==> src/rtl/noise_pkg.sv <==
// noise_pkg: shared types and constants for the noise_acq sequencer.
//   state_e        sequencer state encoding
//   ACQNUM_W       width of sample / read counts
//   DIVNUM_W       width of the sample-clock divider
//   *_CYC_DEF      default phase lengths in clk_sys cycles
//   tmr_load()     reload value for the phase down-counter
package noise_pkg;

  localparam int ACQNUM_W      = 12;
  localparam int DIVNUM_W      = 10;
  localparam int LOAD_CYC_DEF  = 5;
  localparam int ARM_CYC_DEF   = 5;
  localparam int RDRST_CYC_DEF = 5;
  localparam int TMR_W         = 8;

  typedef enum logic [2:0] {
    IDLE,
    LOAD,
    ARM,
    ACQ,
    RDRST,
    READ,
    DONE
  } state_e;

  // Down-counter runs cyc-1 .. 0, so the phase lasts exactly cyc cycles.
  function automatic logic [TMR_W-1:0] tmr_load(input int cyc);
    return TMR_W'(cyc - 1);
  endfunction

endpackage

==> src/rtl/noise_acq_seq_if.sv <==
// noise_acq_seq_if: host / DSP command register side of the sequencer.
//   acq_start, acq_abort      command strobes (host -> sequencer)
//   cfg_acqnum, cfg_divnum    run configuration (host -> sequencer)
//   busy, acq_done, rd_done   status (sequencer -> host)
//   timeout                   sticky watchdog flag (sequencer -> host)
// Modports: master = host side, slave = sequencer side.
interface noise_acq_seq_if;
  import noise_pkg::*;

  logic                acq_start;
  logic                acq_abort;
  logic [ACQNUM_W-1:0] cfg_acqnum;
  logic [DIVNUM_W-1:0] cfg_divnum;
  logic                busy;
  logic                acq_done;
  logic                rd_done;
  logic                timeout;

  modport master (
    output acq_start, acq_abort, cfg_acqnum, cfg_divnum,
    input  busy, acq_done, rd_done, timeout
  );

  modport slave (
    input  acq_start, acq_abort, cfg_acqnum, cfg_divnum,
    output busy, acq_done, rd_done, timeout
  );

endinterface

==> src/rtl/noise_acq_seq_edge_sync.sv <==
// edge_sync: optional 2-flop synchronizer followed by a one-cycle edge detector.
//   clk_sys, n_reset   clock / async active-low reset
//   in_i               input level
//   edge_o             one-cycle pulse on the selected edge
// BYPASS = 1 skips the synchronizer (input already in clk_sys domain).
// FALL   = 1 detects falling edges, otherwise rising edges.
module edge_sync #(
  parameter bit BYPASS = 1'b0,
  parameter bit FALL   = 1'b0
) (
  input  logic clk_sys,
  input  logic n_reset,
  input  logic in_i,
  output logic edge_o
);

  logic lvl;
  logic prev_q;

  if (BYPASS) begin : g_bypass
    assign lvl = in_i;
  end else begin : g_sync
    logic meta_q;
    logic sync_q;
    always_ff @(posedge clk_sys or negedge n_reset) begin
      if (!n_reset) begin
        meta_q <= 1'b0;
        sync_q <= 1'b0;
      end else begin
        meta_q <= in_i;
        sync_q <= meta_q;
      end
    end
    assign lvl = sync_q;
  end

  always_ff @(posedge clk_sys or negedge n_reset) begin
    if (!n_reset) prev_q <= 1'b0;
    else          prev_q <= lvl;
  end

  assign edge_o = FALL ? (prev_q & ~lvl) : (lvl & ~prev_q);

endmodule

==> src/rtl/noise_acq_seq.sv <==
// noise_acq_seq: sequencer owning the control inputs of noise_acq.
//   clk_sys, n_reset     clock / async active-low reset
//   host                 command/status interface (slave modport)
//   Noise_acq_clk        sample strobe from noise_acq (clk_sys domain)
//   XRD                  asynchronous DSP read strobe, one sample per fall
//   noise_load, RAM_RDaddr_rst, RAM_WT_EN, RAM_RD_EN   controls to noise_acq
//   n_acqnum, n_divnum   latched run configuration to noise_acq
// Optional macro ACQ_TIMEOUT_EN adds a TMO_W-bit acquisition watchdog;
// without it timeout is tied low and ACQ waits indefinitely.
//
// state | meaning
// IDLE  | waiting for acq_start
// LOAD  | noise_load high for LOAD_CYC cycles
// ARM   | all controls low for ARM_CYC cycles
// ACQ   | RAM_WT_EN high, counting Noise_acq_clk rising edges
// RDRST | RAM_RDaddr_rst high for RDRST_CYC cycles
// READ  | RAM_RD_EN high, counting synchronized XRD falls
// DONE  | issue rd_done, return to IDLE
module noise_acq_seq
  import noise_pkg::*;
#(
  parameter int LOAD_CYC  = LOAD_CYC_DEF,
  parameter int ARM_CYC   = ARM_CYC_DEF,
  parameter int RDRST_CYC = RDRST_CYC_DEF
`ifdef ACQ_TIMEOUT_EN
  , parameter int TMO_W   = 24
`endif
) (
  input  logic                clk_sys,
  input  logic                n_reset,
  noise_acq_seq_if.slave      host,
  input  logic                Noise_acq_clk,
  input  logic                XRD,
  output logic                noise_load,
  output logic                RAM_RDaddr_rst,
  output logic                RAM_WT_EN,
  output logic                RAM_RD_EN,
  output logic [ACQNUM_W-1:0] n_acqnum,
  output logic [DIVNUM_W-1:0] n_divnum
);

  state_e              state_q, state_d;
  logic [TMR_W-1:0]    tmr_q, tmr_d;
  logic [ACQNUM_W-1:0] cnt_q, cnt_d, cnt_inc;
  logic [ACQNUM_W-1:0] acqnum_q, acqnum_d;
  logic [DIVNUM_W-1:0] divnum_q, divnum_d;
  logic                load_q, load_d;
  logic                wt_en_q, wt_en_d;
  logic                rdrst_q, rdrst_d;
  logic                rd_en_q, rd_en_d;
  logic                busy_q, busy_d;
  logic                acq_done_q, acq_done_d;
  logic                rd_done_q, rd_done_d;
  logic                start_ok;
  logic                smp_rise;
  logic                xrd_fall;
`ifdef ACQ_TIMEOUT_EN
  logic [TMO_W-1:0]    wdg_q, wdg_d;
  logic                timeout_q, timeout_d;
`endif

  edge_sync #(.BYPASS(1'b1), .FALL(1'b0)) u_smp_edge (
    .clk_sys (clk_sys),
    .n_reset (n_reset),
    .in_i    (Noise_acq_clk),
    .edge_o  (smp_rise)
  );

  edge_sync #(.BYPASS(1'b0), .FALL(1'b1)) u_xrd_edge (
    .clk_sys (clk_sys),
    .n_reset (n_reset),
    .in_i    (XRD),
    .edge_o  (xrd_fall)
  );

  assign cnt_inc  = cnt_q + ACQNUM_W'(1);
  assign start_ok = host.acq_start && !host.acq_abort && (state_q == IDLE);

  always_comb begin
    state_d    = state_q;
    tmr_d      = tmr_q;
    cnt_d      = cnt_q;
    acqnum_d   = acqnum_q;
    divnum_d   = divnum_q;
    acq_done_d = 1'b0;
    rd_done_d  = 1'b0;
`ifdef ACQ_TIMEOUT_EN
    wdg_d      = wdg_q;
    timeout_d  = timeout_q;
`endif

    if (start_ok) begin
      acqnum_d = host.cfg_acqnum;
      divnum_d = host.cfg_divnum;
`ifdef ACQ_TIMEOUT_EN
      timeout_d = 1'b0;
`endif
    end

    if (host.acq_abort) begin
      state_d = IDLE;
      tmr_d   = '0;
      cnt_d   = '0;
`ifdef ACQ_TIMEOUT_EN
      wdg_d   = '0;
`endif
    end else begin
      case (state_q)
        IDLE: begin
          if (start_ok) begin
            cnt_d = '0;
            if (host.cfg_acqnum == '0) begin
              state_d = DONE;
            end else begin
              state_d = LOAD;
              tmr_d   = tmr_load(LOAD_CYC);
            end
          end
        end
        LOAD: begin
          if (tmr_q == '0) begin
            state_d = ARM;
            tmr_d   = tmr_load(ARM_CYC);
          end else begin
            tmr_d = tmr_q - TMR_W'(1);
          end
        end
        ARM: begin
          if (tmr_q == '0) begin
            state_d = ACQ;
            cnt_d   = '0;
`ifdef ACQ_TIMEOUT_EN
            wdg_d   = '0;
`endif
          end else begin
            tmr_d = tmr_q - TMR_W'(1);
          end
        end
        ACQ: begin
`ifdef ACQ_TIMEOUT_EN
          wdg_d = wdg_q + TMO_W'(1);
`endif
          if (smp_rise) begin
            cnt_d = cnt_inc;
`ifdef ACQ_TIMEOUT_EN
            wdg_d = '0;
`endif
            if (cnt_inc == acqnum_q) begin
              state_d    = RDRST;
              tmr_d      = tmr_load(RDRST_CYC);
              cnt_d      = '0;
              acq_done_d = 1'b1;
            end
          end
`ifdef ACQ_TIMEOUT_EN
          else if (wdg_d == {TMO_W{1'b1}}) begin
            timeout_d = 1'b1;
            state_d   = IDLE;
            cnt_d     = '0;
          end
`endif
        end
        RDRST: begin
          if (tmr_q == '0) begin
            state_d = READ;
            cnt_d   = '0;
          end else begin
            tmr_d = tmr_q - TMR_W'(1);
          end
        end
        READ: begin
          if (xrd_fall) begin
            cnt_d = cnt_inc;
            if (cnt_inc == acqnum_q) begin
              state_d = DONE;
              cnt_d   = '0;
            end
          end
        end
        DONE: begin
          state_d   = IDLE;
          rd_done_d = 1'b1;
        end
        default: state_d = IDLE;
      endcase
    end

    // Controls follow the next state so every output is a plain flop.
    load_d  = (state_d == LOAD);
    wt_en_d = (state_d == ACQ);
    rdrst_d = (state_d == RDRST);
    rd_en_d = (state_d == READ);
    // busy also covers the rd_done cycle so a zero-count run is visible.
    busy_d  = (state_d != IDLE) || rd_done_d;
  end

  always_ff @(posedge clk_sys or negedge n_reset) begin
    if (!n_reset) begin
      state_q    <= IDLE;
      tmr_q      <= '0;
      cnt_q      <= '0;
      acqnum_q   <= '0;
      divnum_q   <= '0;
      load_q     <= 1'b0;
      wt_en_q    <= 1'b0;
      rdrst_q    <= 1'b0;
      rd_en_q    <= 1'b0;
      busy_q     <= 1'b0;
      acq_done_q <= 1'b0;
      rd_done_q  <= 1'b0;
`ifdef ACQ_TIMEOUT_EN
      wdg_q      <= '0;
      timeout_q  <= 1'b0;
`endif
    end else begin
      state_q    <= state_d;
      tmr_q      <= tmr_d;
      cnt_q      <= cnt_d;
      acqnum_q   <= acqnum_d;
      divnum_q   <= divnum_d;
      load_q     <= load_d;
      wt_en_q    <= wt_en_d;
      rdrst_q    <= rdrst_d;
      rd_en_q    <= rd_en_d;
      busy_q     <= busy_d;
      acq_done_q <= acq_done_d;
      rd_done_q  <= rd_done_d;
`ifdef ACQ_TIMEOUT_EN
      wdg_q      <= wdg_d;
      timeout_q  <= timeout_d;
`endif
    end
  end

  assign noise_load     = load_q;
  assign RAM_RDaddr_rst = rdrst_q;
  assign RAM_WT_EN      = wt_en_q;
  assign RAM_RD_EN      = rd_en_q;
  assign n_acqnum       = acqnum_q;
  assign n_divnum       = divnum_q;
  assign host.busy      = busy_q;
  assign host.acq_done  = acq_done_q;
  assign host.rd_done   = rd_done_q;
`ifdef ACQ_TIMEOUT_EN
  assign host.timeout   = timeout_q;
`else
  assign host.timeout   = 1'b0;
`endif

endmodule
==> src/flat_wrapper.sv <==
// flat-port wrapper written by rule: the top's interface ports become plain ports
module noise_acq_seq_flat import noise_pkg::*;
#(
  parameter int LOAD_CYC  = LOAD_CYC_DEF,
  parameter int ARM_CYC   = ARM_CYC_DEF,
  parameter int RDRST_CYC = RDRST_CYC_DEF

)
  (clk_sys, n_reset, Noise_acq_clk, XRD, noise_load, RAM_RDaddr_rst, RAM_WT_EN, RAM_RD_EN, n_acqnum, n_divnum, host_acq_start, host_acq_abort, host_cfg_acqnum, host_cfg_divnum, host_busy, host_acq_done, host_rd_done, host_timeout);
  noise_acq_seq_if host_i ();
  input  logic clk_sys;
  input  logic n_reset;
  input  logic Noise_acq_clk;
  input  logic XRD;
  output logic noise_load;
  output logic RAM_RDaddr_rst;
  output logic RAM_WT_EN;
  output logic RAM_RD_EN;
  output logic [ACQNUM_W-1:0] n_acqnum;
  output logic [DIVNUM_W-1:0] n_divnum;
  input wire logic [$bits(host_i.acq_start)-1:0] host_acq_start;
  input wire logic [$bits(host_i.acq_abort)-1:0] host_acq_abort;
  input wire logic [$bits(host_i.cfg_acqnum)-1:0] host_cfg_acqnum;
  input wire logic [$bits(host_i.cfg_divnum)-1:0] host_cfg_divnum;
  output wire logic [$bits(host_i.busy)-1:0] host_busy;
  output wire logic [$bits(host_i.acq_done)-1:0] host_acq_done;
  output wire logic [$bits(host_i.rd_done)-1:0] host_rd_done;
  output wire logic [$bits(host_i.timeout)-1:0] host_timeout;
  assign host_i.acq_start = host_acq_start;
  assign host_i.acq_abort = host_acq_abort;
  assign host_i.cfg_acqnum = host_cfg_acqnum;
  assign host_i.cfg_divnum = host_cfg_divnum;
  assign host_busy = host_i.busy;
  assign host_acq_done = host_i.acq_done;
  assign host_rd_done = host_i.rd_done;
  assign host_timeout = host_i.timeout;
  noise_acq_seq #(.LOAD_CYC(LOAD_CYC), .ARM_CYC(ARM_CYC), .RDRST_CYC(RDRST_CYC)) u_core (.clk_sys(clk_sys), .n_reset(n_reset), .host(host_i), .Noise_acq_clk(Noise_acq_clk), .XRD(XRD), .noise_load(noise_load), .RAM_RDaddr_rst(RAM_RDaddr_rst), .RAM_WT_EN(RAM_WT_EN), .RAM_RD_EN(RAM_RD_EN), .n_acqnum(n_acqnum), .n_divnum(n_divnum));
endmodule
==> config.mk <==
export PLATFORM = sky130hd
export DESIGN_NAME = noise_acq_seq_flat
export DESIGN_NICKNAME = d
export VERILOG_FILES = /design/src/rtl/noise_pkg.sv /design/src/rtl/noise_acq_seq_if.sv /design/src/rtl/noise_acq_seq_edge_sync.sv /design/src/rtl/noise_acq_seq.sv /design/src/flat_wrapper.sv
export SDC_FILE = /design/constraint.sdc
export NUM_CORES = 1
export LEC_CHECK = 0
export CAP_MARGIN = 5
export CORE_AREA = 2 2 79 81
export DETAILED_ROUTE_END_ITERATION = 16
export DIE_AREA = 0 0 81 83
export PLACE_DENSITY_LB_ADDON = 0.05
export SLEW_MARGIN = 10
export SYNTH_ARGS = -nofsm -noshare
export SYNTH_HDL_FRONTEND = slang
export SYNTH_SLANG_ARGS = --single-unit
==> constraint.sdc <==
create_clock -name clk_sys -period 6.63 [get_ports clk_sys]
set_input_delay 0.663 -clock clk_sys [delete_from_list [all_inputs] [get_ports clk_sys]]
set_output_delay 0.663 -clock clk_sys [all_outputs]
set_load 0.03 [all_outputs]
==> results of run 1 <==
==> per-layer routing <==
| metal | vias to the layer above | part of all wire, % | GRT usage (%) |
|---|---|---|---|
| li1 | 1279 | - | - |
| met1 | 1279 | 47 | 34.6 |
| met2 | 92 | 46 | 34.4 |
| met3 | 7 | 6.6 | 5.22 |
| met4 | 0 | 0.88 | 6.16 |
| met5 | - | 0 | 0 |
==> path summary, 6_finish.rpt <==
path                                                 start                         endpoint  slack (ns)  cells past startpoint
setup reg to reg                           u_core.cnt_q[0]                  u_core.cnt_q[0]        3.22                      8
min in group asynchronous                          n_reset                  u_core.cnt_q[2]        0.47                      2
setup / recovery                           u_core.cnt_q[0]                  u_core.cnt_q[0]        3.22                      8
hold reg to reg            u_core.u_xrd_edge.g_sync.meta_q  u_core.u_xrd_edge.g_sync.sync_q        0.36                      0
hold / removal             u_core.u_xrd_edge.g_sync.meta_q  u_core.u_xrd_edge.g_sync.sync_q        0.36                      0
max in group asynchronous                          n_reset                  u_core.tmr_q[2]        5.69                      2
==> through the flow <==
step	instances	power, mW
floorplan	321	0.969
global placement	433	1.19
global route	441	1.52
detailed placement	433	1.21
CTS	441	1.44
finish	441	1.44
==> power breakdown <==
part	total (mW)	switching, mW	internal [mW]
clock network	0.232	0.118	0.114
logic	0.686	0.371	0.315
registers	0.519	0.0946	0.425
total	1.44	0.584	0.854
==> cell families after synthesis <==
family                     after synthesis  share of synthesized area [%]
adders and majority gates                3                           1.06
and+or+nand+nor                        108                           19.1
AOI/OAI and AO/OA                       77                           18.5
buffers and inverters                   32                           4.86
muxes                                   25                           8.74
other                                    1                          0.114
DFF                                     56                           42.6
xor gates and xnor gates                19                           5.06
==> layout make-up <==
class	count	share of cell area, %
Multi-Input combinational cell	233	43.8
Sequential cell	56	35.4
Timing Repair Buffer	58	14.4
Tap cell	75	2.37
Clock buffer	5	1.74
Clock inverter	3	1.20
Inverter	11	1.04
==> synthesized netlist by cell type (all sizes together) (3+ instances only) <==
cell     count
dfrtp       56
mux2        24
nor2        22
nor3        15
xnor2       15
a21oi       13
buf         13
inv         11
nand2       10
nor4        10
o21ai       10
clkbuf       8
or4          8
a21o         6
a22o         6
nand2b       6
nand3        6
o31ai        6
nand4        5
nor2b        4
o221ai       4
or2          4
xor2         4
a211oi       3
and3         3
nor3b        3
nor4b        3
o21bai       3
o2bb2ai      3
==> sequential cells by signal, summed over array words and instances, names as in the netlist <==
register,cells
u_core.RAM_RD_EN,1
u_core.u_xrd_edge.g_sync.meta_q,1
u_core.host.rd_done,1
u_core.u_xrd_edge.prev_q,1
u_core.u_xrd_edge.g_sync.sync_q,1
u_core.state_q,3
u_core.noise_load,1
u_core.host.busy,1
u_core.RAM_WT_EN,1
u_core.host.acq_done,1
u_core.n_divnum,10
u_core.RAM_RDaddr_rst,1
u_core.n_acqnum,12
u_core.cnt_q,12
u_core.tmr_q,8
u_core.u_smp_edge.prev_q,1
==> worst max-delay path, stage by stage (launching register included) <==
cell and delay (ns):
dfrtp_1 0.46, ha_1 0.28, nand3_2 0.22, or4_4 0.48
a311oi_2 0.25, o21a_1 0.15, o2111a_1 0.88, nor2_1 0.26
mux2_2 0.33
==> results by group, run 1 <==
Outcome
  • Status: finished clean

Timing
  • Post-route minimum period: 3.41 ns
  • Fin. Hold Viols: 0
  • RSZ-0062 raised after global routing: false
  • Max-slew violations: 0
  • Slew margin rel.: 30.8%
  • Worst-Margin Slew: 1.04 ns
  • Clk_skew: 0.0144 ns
  • Setup-failing EPs final: 0
  • Fmax: 0.293 GHz
  • Setup TNS: 0 ns
  • PnR worst setup slack: 3.22 ns
  • Final period util: 51.5%
  • Smallest hold slack: 0.361 ns

Power and ir drop
  • Pwr per Cell Area: 364 mW/mm^2
  • Leakage: 1.65 nW
  • Maximum VDD drop: 222 uV

Logic synthesis
  • Dominant cell type by area after synthesis: dfrtp_1
  • Predominant post-synthesis flop cell: dfrtp_1
  • Syn_nets: 351
  • Share of the synthesized area in the top cell type: 42.6%
  • Syn Area/Cell: 10.3 um^2
  • Async SR Flop Fraction: 100%
  • Yosys Warn Count: 0
  • Synthesized area: 0.00329 mm^2
  • Flop and latch count out of synthesis: 56
  • Seq/Total Area, Yosys: 42.6%
  • EDFF count, synth: 0
  • Synthesized netlist cell count: 321
  • Number of distinct library cells after synthesis: 72
  • Synth area leaders: dfrtp_1 (43%), mux2_2 (7.5%), xnor2_1 (4.0%)

Cells and area
  • Ant. Diodes: 0
  • Area grow syn2layout: 20.1%
  • Commonest non-fill, non-tap cell in the layout: dfrtp_1
  • Most frequent cells in the layout: dfrtp_1 (56), clkdlybuf4s50_1 (55), nor2_1 (22), mux2_2 (22), xnor2_1 (15)
  • Layout Nets: 395
  • Flip-flop and latch area: 0.00140 mm^2
  • Post-route cell area: 0.00395 mm^2
  • Fin util: 68.0%
  • Fillers: 483
  • Multi-input logic area: 0.00173 mm^2
  • Share of cells above drive strength 1: 14.2%

Clock network
  • Clock Sinks: 56
  • CTS root buf: clkbuf_8
  • Clock tree buffer depth: 2
  • # H-tree levels: 2
  • Clk slew on worst S/H paths: 0.10 ns
  • Clock tree from TritonCTS: built
  • Worst skew pair latency: 0.32 ns
  • # Post-CTS Setup Buffers: 0
  • Number of CTS-inserted buffers: 5
  • CTS Hold Bufs: 0
  • Post-CTS Resized: 0

Floorplanning
  • Core area: 0.00582 mm^2
  • Die area: 0.00672 mm^2
  • Die Width: 81 um
  • Standard-cell row count: 28
  • Die Ht: 83 um
  • # IOs: 58
  • Initial core utilization: 56.6%

Job
  • Max Cap Viol: 0

Global route
  • First-pass GRT wire length: 12,500 um
  • Global route total overflow: 0
  • Largest net degree at the start of global routing: 57
  • Vias in the first global route: 2,601
  • GRT Overall Usage: 23.3%
  • Initial antenna violation count: 0

Routing
  • DR vias: 2,657
  • Drt pass-1 iters: 4
  • DR WL/cell: 16.6 um
  • Final WL: 7310 um
  • Avg Vias per Cell: 6.02
  • Post-route DRC violation count: 0
  • DR iter-0 viols: 138
  • Final ANT Viol Nets: 0

Worst setup path
  • CP required: 6.84 ns
  • Worst setup SP type: flop
  • CP Data Arrival Time: 3.62 ns
  • Max FO, Critical Path: 27
  • CP Class: reg2reg
  • Critical Path Sink Type: flop

Place
  • Cell area after placement: 0.00384 mm^2
  • Routability Congestion: 0.856
  • Place WS: 3.26 ns
  • PortBufs: 56
  • HPWL after DPL: 5270 um

Min path
  • Hold Crit Class: reg2reg
(Power assumes the default switching activity.)
==> inputs of run 2 (changes only) <==
--- a/config.mk
+++ b/config.mk
@@ -6,9 +6,9 @@
 export NUM_CORES = 1
 export LEC_CHECK = 0
 export CAP_MARGIN = 5
-export CORE_AREA = 2 2 79 81
+export CORE_AREA = 2 2 82 84
 export DETAILED_ROUTE_END_ITERATION = 16
-export DIE_AREA = 0 0 81 83
+export DIE_AREA = 0 0 84 86
 export PLACE_DENSITY_LB_ADDON = 0.05
 export SLEW_MARGIN = 10
 export SYNTH_ARGS = -nofsm -noshare
==> constraint.sdc (replaced) <==
create_clock -name clk_sys -period 3.18 [get_ports clk_sys]
set_input_delay 0.318 -clock clk_sys [delete_from_list [all_inputs] [get_ports clk_sys]]
set_output_delay 0.318 -clock clk_sys [all_outputs]
set_load 0.03 [all_outputs]
==> run 2 against run 1 <==
Maximum frequency up 21%. Global-route usage decreased by 2.0 points. Final cell count increased by 1.6%. Clock power grew 75%. Combinational power up 110%. Total power grew 100%. First-iteration DRC count decreased by 6.5%.
==> results by group, run 2 (synthesized netlist as in run 1, its figures left out) <==
Cells and area
  • Ant. Diodes: 0
  • Commonest non-fill, non-tap cell in the layout: dfrtp_1
  • Layout Nets: 400
  • Fillers: 536
  • Share of cells above drive strength 1: 15.4%
  • Flip-flop and latch area: 0.00140 mm^2
  • Most frequent cells in the layout: dfrtp_1 (56), clkdlybuf4s50_1 (55), nor2_1 (22), mux2_2 (22), xnor2_1 (15)
  • Area grow syn2layout: 20.6%
  • Multi-input logic area: 0.00173 mm^2
  • Post-route cell area: 0.00397 mm^2

Global route
  • First-pass GRT wire length: 12,300 um
  • Most Crowded Layer GR: met2
  • Met2 Use GR: 31.8%
  • Global route total overflow: 0
  • Largest net degree at the start of global routing: 35
  • Met3 usage: 4.91%
  • Vias in the first global route: 2,501
  • GRT Overall Usage: 21.3%
  • Initial antenna violation count: 0
  • Met1 GRT Util: 31.5%

Timing
  • Post-route minimum period: 2.82 ns
  • Fmax: 0.355 GHz
  • Setup TNS: 0 ns
  • Final period util: 88.5%
  • RSZ-0062 raised after global routing: false
  • Setup-failing EPs final: 0
  • Fin. Hold Viols: 0
  • Worst-Margin Slew: 0.784 ns
  • Clk_skew: 0.00868 ns
  • Max-slew violations: 0
  • Slew margin rel.: 47.7%

Floorplanning
  • Die Ht: 86 um
  • # IOs: 58
  • Initial core utilization: 52.4%
  • Die area: 0.00722 mm^2
  • Die Width: 84 um
  • Core area: 0.00628 mm^2
  • Standard-cell row count: 29

Worst setup path
  • CP Class: reg2reg
  • Critical-path cell list: ha_1 > nand3_2 > or4_4 > a311oi_2 > o21a_1 > o2111a_1 > buf_4 > o21ai_4 > mux2_4
  • Critical Path Sink Type: flop
  • Worst Setup SP: u_core.cnt_q[0]
  • Worst reg2reg path depth: 9
  • R2R Setup Slk: 0.36 ns
  • CP max stage cell: or4_4
  • Max FO, Critical Path: 13
  • Max stage delay on crit path: 0.49 ns
  • Worst setup SP type: flop
  • Reg-to-reg startpoint: u_core.cnt_q[0]
  • Worst r2r dst: u_core.tmr_q[0]
  • Crit path capture: u_core.tmr_q[0]
  • CP Data Arrival Time: 3.02 ns
  • CP required: 3.39 ns

Clock network
  • Clock tree buffer depth: 2
  • Number of CTS-inserted buffers: 5
  • Clock tree from TritonCTS: built
  • CTS Hold Bufs: 0
  • Worst skew pair latency: 0.32 ns
  • CTS root buf: clkbuf_8
  • Clock Sinks: 56
  • # Post-CTS Setup Buffers: 0
  • Post-CTS Resized: 0
  • # H-tree levels: 2
  • Clk slew on worst S/H paths: 0.11 ns

Routing
  • DR WL/cell: 16.5 um
  • DR iter-0 viols: 129
  • Final ANT Viol Nets: 0
  • Post-route DRC violation count: 0
  • DR vias: 2,631
  • Drt pass-1 iters: 4
  • Final WL: 7380 um
  • Avg Vias per Cell: 5.87

Place
  • Routability Congestion: 0.932
  • Cell area after placement: 0.00388 mm^2
  • PortBufs: 56
  • HPWL after DPL: 5490 um

Power and ir drop
  • Pwr per Cell Area: 734 mW/mm^2
  • Leakage: 1.66 nW
  • Maximum VDD drop: 475 uV

Outcome
  • Status: finished clean

Min path
  • Hold Crit Class: in2async

Job
  • Max Cap Viol: 0
==> run 2: area by class of cell <==
type	count	share of cell area, %
clock inverters	3	0.599
flip-flops and latches	56	35.3
well taps	77	2.43
repair buffers	63	15.3
multi-input cells	233	43.6
inverters	11	1.04
clock buffers	5	1.73
==> run 2: through the flow <==
step	util, %	setup slack, ns	std cells	power, mW	hold slack [ns]
floorplan	-	0.692	321	2.02	0.0224
global placement	61.8	0.454	440	2.51	0.334
detailed placement	61.8	0.416	440	2.52	0.342
CTS	63.2	0.370	448	2.93	0.101
global route	63.2	0.208	448	3.10	0.124
finish	63.2	0.365	448	2.91	0.0716
==> run 2: worst max-delay path, delay by kind of cell (launching register included) <==
family,cells,cell delay [ns]
muxes,1,0.32
buffers and inverters,1,0.22
AOI/OAI and AO/OA,4,0.71
DFF,1,0.45
adders and majority gates,1,0.28
and+or+nand+nor,2,0.71
==> run 2: where the power goes <==
group / switching, mW / total (mW) / internal, mW
logic: 0.781 / 1.45 / 0.667
clock network: 0.248 / 0.405 / 0.157
registers: 0.175 / 1.06 / 0.886
total: 1.20 / 2.91 / 1.71
==> run 2: per-layer routing <==
metal	vias to the layer above	share of wire, %	wire length, um
met3	4	5.7	421
met1	1256	49	3620
met2	78	44	3280
met5	-	0	0
met4	0	0.80	59
li1	1293	-	-
==> run 2: worst min-delay path by stage <==
stage,start,end,slack (ns)
after floorplan,n_reset,u_core.RAM_RD_EN,0.02
after global placement,u_core.u_xrd_edge.g_sync.meta_q,u_core.u_xrd_edge.g_sync.sync_q,0.33
after detailed placement,u_core.u_xrd_edge.g_sync.meta_q,u_core.u_xrd_edge.g_sync.sync_q,0.34
after CTS,n_reset,u_core.n_acqnum[5],0.10
after global routing,n_reset,u_core.cnt_q[0],0.12
final,n_reset,u_core.cnt_q[3],0.07
==> inputs of run 3 (changes only) <==
--- a/config.mk
+++ b/config.mk
@@ -10,6 +10,8 @@
 export DETAILED_ROUTE_END_ITERATION = 16
 export DIE_AREA = 0 0 84 86
 export PLACE_DENSITY_LB_ADDON = 0.05
+export RECOVER_POWER = 25
+export SETUP_SLACK_MARGIN = 0.1
 export SLEW_MARGIN = 10
 export SYNTH_ARGS = -nofsm -noshare
 export SYNTH_HDL_FRONTEND = slang
==> run 3 against run 2 <==
The flow now finishes with violations (capacitance limit, slew limit). Sequential share of layout area barely moved. Utilization barely moved. Wire length did not move. Setup slack did not move. Highest routed layer unchanged. Critical endpoint unchanged. Combinational power barely moved. Critical path type unchanged. Critical path depth did not move. Via count barely moved.
==> results by group, run 3 (synthesized netlist as in run 1, its figures left out) <==
Timing
  • Max-slew violations: 35
  • Clk_skew: 0.00868 ns
  • PnR worst setup slack: 0.365 ns
  • Smallest hold slack: 0.364 ns
  • Slew margin rel.: -25.6%
  • Final period util: 88.5%
  • RSZ-0062 raised after global routing: false
  • Post-route minimum period: 2.82 ns
  • Fmax: 0.355 GHz
  • Setup TNS: 0 ns
  • Fin. Hold Viols: 0
  • Worst-Margin Slew: 1.88 ns
  • Setup-failing EPs final: 0

Global route
  • Initial antenna violation count: 0
  • Vias in the first global route: 2,501
  • Largest net degree at the start of global routing: 35
  • First-pass GRT wire length: 12,300 um
  • GRT Overall Usage: 21.3%
  • Global route total overflow: 0

Worst setup path
  • Worst Setup SP: u_core.cnt_q[0]
  • Worst r2r dst: u_core.tmr_q[0]
  • CP Data Arrival Time: 3.02 ns
  • R2R Setup Slk: 0.36 ns
  • Worst setup SP type: flop
  • CP required: 3.39 ns
  • Worst reg2reg path depth: 9
  • Critical Path Sink Type: flop
  • Crit path capture: u_core.tmr_q[0]
  • CP Class: reg2reg
  • Reg-to-reg startpoint: u_core.cnt_q[0]
  • Max FO, Critical Path: 13

Job
  • Max Cap Viol: 1

Place
  • Routability Congestion: 0.932
  • Place WS: 0.416 ns
  • HPWL after DPL: 5490 um
  • PortBufs: 56

Cells and area
  • Most frequent cells in the layout: dfrtp_1 (56), clkdlybuf4s50_1 (53), nor2_1 (22), mux2_2 (22), xnor2_1 (15)
  • Ant. Diodes: 0
  • Layout Nets: 400
  • Share of cells above drive strength 1: 15.1%
  • Area grow syn2layout: 20.6%
  • Commonest non-fill, non-tap cell in the layout: dfrtp_1
  • Fin util: 63.2%

Routing
  • WL met3: 420 um
  • DR WL/cell: 16.5 um
  • DR vias: 2,630
  • Top sig layer: met4
  • Post-route DRC violation count: 0
  • Met1 WL: 3620 um
  • Final ANT Viol Nets: 0
  • Drt pass-1 iters: 4
  • Avg Vias per Cell: 5.87
  • Final WL: 7380 um
  • DR iter-0 viols: 129
  • Met2 WL post-DR: 3280 um

Outcome
  • Status: finished, violations left
  • Failing checks: capacitance limit, slew limit

Floorplanning
  • Core area: 0.00628 mm^2
  • # IOs: 58
  • Initial core utilization: 52.4%
  • Die Ht: 86 um
  • Standard-cell row count: 29
  • Die Width: 84 um
  • Die area: 0.00722 mm^2

Clock network
  • CTS Hold Bufs: 0
  • Clock tree from TritonCTS: built
  • Number of CTS-inserted buffers: 5
  • Worst skew pair latency: 0.32 ns
  • Post-CTS Resized: 0
  • # H-tree levels: 2
  • Clock tree buffer depth: 2
  • Clock Sinks: 56
  • # Post-CTS Setup Buffers: 0
  • Clk slew on worst S/H paths: 0.11 ns
  • CTS root buf: clkbuf_8

Power and ir drop
  • Seq pwr share: 36.4%
  • Switching power: 1.20 mW
  • Sw Ratio: 41.3%
  • Leakage: 1.66 nW
  • Design Power: 2.91 mW
  • Maximum VDD drop: 475 uV
  • Clock Power Share: 13.9%
  • Pwr per Cell Area: 734 mW/mm^2
  • Pint: 1.71 mW
  • Comb pwr share: 49.7%

Min path
  • Worst Hold Path Cells: 0
  • Hold Crit Class: reg2reg
run 3: cell count changes in the layout (fill, tap and decap cells not counted), sizes merged:
cell and change:
clkdlybuf4s50 -2, clkbuf +1, buf -1, dlygate4sd3 +2
run 3: power by group through the flow:
stage | Sequential (mW) | Combinational, mW | Clock, mW
2_1_floorplan | 1.31 | 0.713 | 0
6_report | 1.06 | 1.45 | 0.405
4_1_cts | 1.06 | 1.46 | 0.417
3_5_place_dp | 1.07 | 1.45 | 0
3_3_place_gp | 1.07 | 1.44 | 0
5_1_grt | 1.09 | 1.56 | 0.447
run 3: worst min-delay path by stage:
stage                     slack (ns)                       startpoint                              end
after floorplan                 0.02                          n_reset                 u_core.RAM_RD_EN
after global placement          0.33  u_core.u_xrd_edge.g_sync.meta_q  u_core.u_xrd_edge.g_sync.sync_q
after detailed placement        0.34  u_core.u_xrd_edge.g_sync.meta_q  u_core.u_xrd_edge.g_sync.sync_q
after CTS                       0.10                          n_reset               u_core.n_acqnum[5]
after global routing            0.39  u_core.u_xrd_edge.g_sync.meta_q  u_core.u_xrd_edge.g_sync.sync_q
final                           0.36  u_core.u_xrd_edge.g_sync.meta_q  u_core.u_xrd_edge.g_sync.sync_q
run 3: final cells by class:
type / instances / area [um^2]
Clock buffer: 5 / 68.8
Clock inverter: 3 / 23.8
Fill cell: 537 / 2310
Inverter: 11 / 41.3
Multi-Input combinational cell: 233 / 1730
Sequential cell: 56 / 1400
Tap cell: 77 / 96.3
Timing Repair Buffer: 63 / 607
run 3: stage by stage:
stage,area [um^2],instances
after floorplan,3290,321
after global placement,3880,440
after detailed placement,3880,440
after CTS,3970,448
after global routing,3970,448
final,3970,448
run 3: routing by layer:
metal / up-vias / global-route usage [%]
li1: 1293 / -
met5: - / 0
met2: 78 / 31.8
met3: 4 / 4.91
met4: 0 / 5.43
met1: 1255 / 31.5
run 3: worst max-delay path, cell delays in order (launching register included):
cell and delay, ns:
dfrtp_1 0.45, ha_1 0.28, nand3_2 0.22, or4_4 0.49
a311oi_2 0.24, o21a_1 0.15, o2111a_1 0.20, buf_4 0.22
o21ai_4 0.12, mux2_4 0.32
==> RTL edit, RTL diff (flow settings as in run 1) <==
Build with the macro `ACQ_TIMEOUT_EN` defined.
--- a/src/rtl/noise_acq_seq.sv
+++ b/src/rtl/noise_acq_seq.sv
@@ -16,6 +16,8 @@
 // RDRST | RAM_RDaddr_rst high for RDRST_CYC cycles
 // READ  | RAM_RD_EN high, counting synchronized XRD falls
 // DONE  | issue rd_done, return to IDLE
+`define ACQ_TIMEOUT_EN
+
 module noise_acq_seq
   import noise_pkg::*;
 #(
Function: same outputs for any inputs over 4 cycles, from zero or initial values and one cycle with n_reset low; that may be too few to reach the edited logic, so the function may still have changed.
==> RTL edit against run 1 <==
  * The flow now stops in global placement (3_3_place_gp)
  * Area after synthesis rose by 46%
  * Synthesized cell count rose by 63%
==> RTL edit: results (changes against run 1) <==
Largest cells by area after synthesis -> dfrtp_1, mux2_2, o21ai_0
Compound-Gate Fraction of Synth Area -> 20.1% (+1.7 points)
Cell count after synthesis -> 524 (+63%)
Sequential-to-total area share from yosys stat -> 42.1% (-0.47 points)
Synth Area in Adders -> 1.04% (-0.025 points)
Synth top cells by count -> dfrtp_1, o21ai_0, nor2_1
Synth cell types -> 65 (-9.7%)
Yosys warns -> 0 (unchanged)
#FFs+latches synth -> 81 (+45%)
Xor-xnor portion of the synthesized cell area -> 3.46% (-1.6 points)
Stop err -> [ERROR FLW-0024] Place density exceeds 1.0 (current PLACE_DENSITY_LB_ADDON =  0.05). Please check if the value of  PLACE_DENSITY_LB_ADDON is between 0 and 0.99.
Post-synth top flop -> dfrtp_1
Post-Syn Nets -> 556 (+58%)
Fail Step -> global placement (3_3_place_gp)
Port bufs -> 57 (+1.8%)
Post-synthesis mux area share -> 5.59% (-3.2 points)
Run status -> aborted with a tool error
Post-synth ARST share -> 100% (unchanged)
Syn avg cell area -> 9.19 µm² (-10%)
==> RTL edit: cell count changes after synthesis, moves of 12 or more <==
cell | run 1 | this run
o31ai_1 | 5 | 17
dfrtp_1 | 56 | 81
nand2_1 | 10 | 35
nor2_1 | 22 | 42
clkbuf_1 | 7 | 21
nand3_1 | 5 | 24
o21ai_0 | 9 | 46
==> RTL edit: cell families after synthesis <==
logic type / after synthesis
simple gates: 212
compound gates: 145
flops: 81
buf+inv: 39
mux: 24
xor+xnor: 19
fa+ha+maj: 4
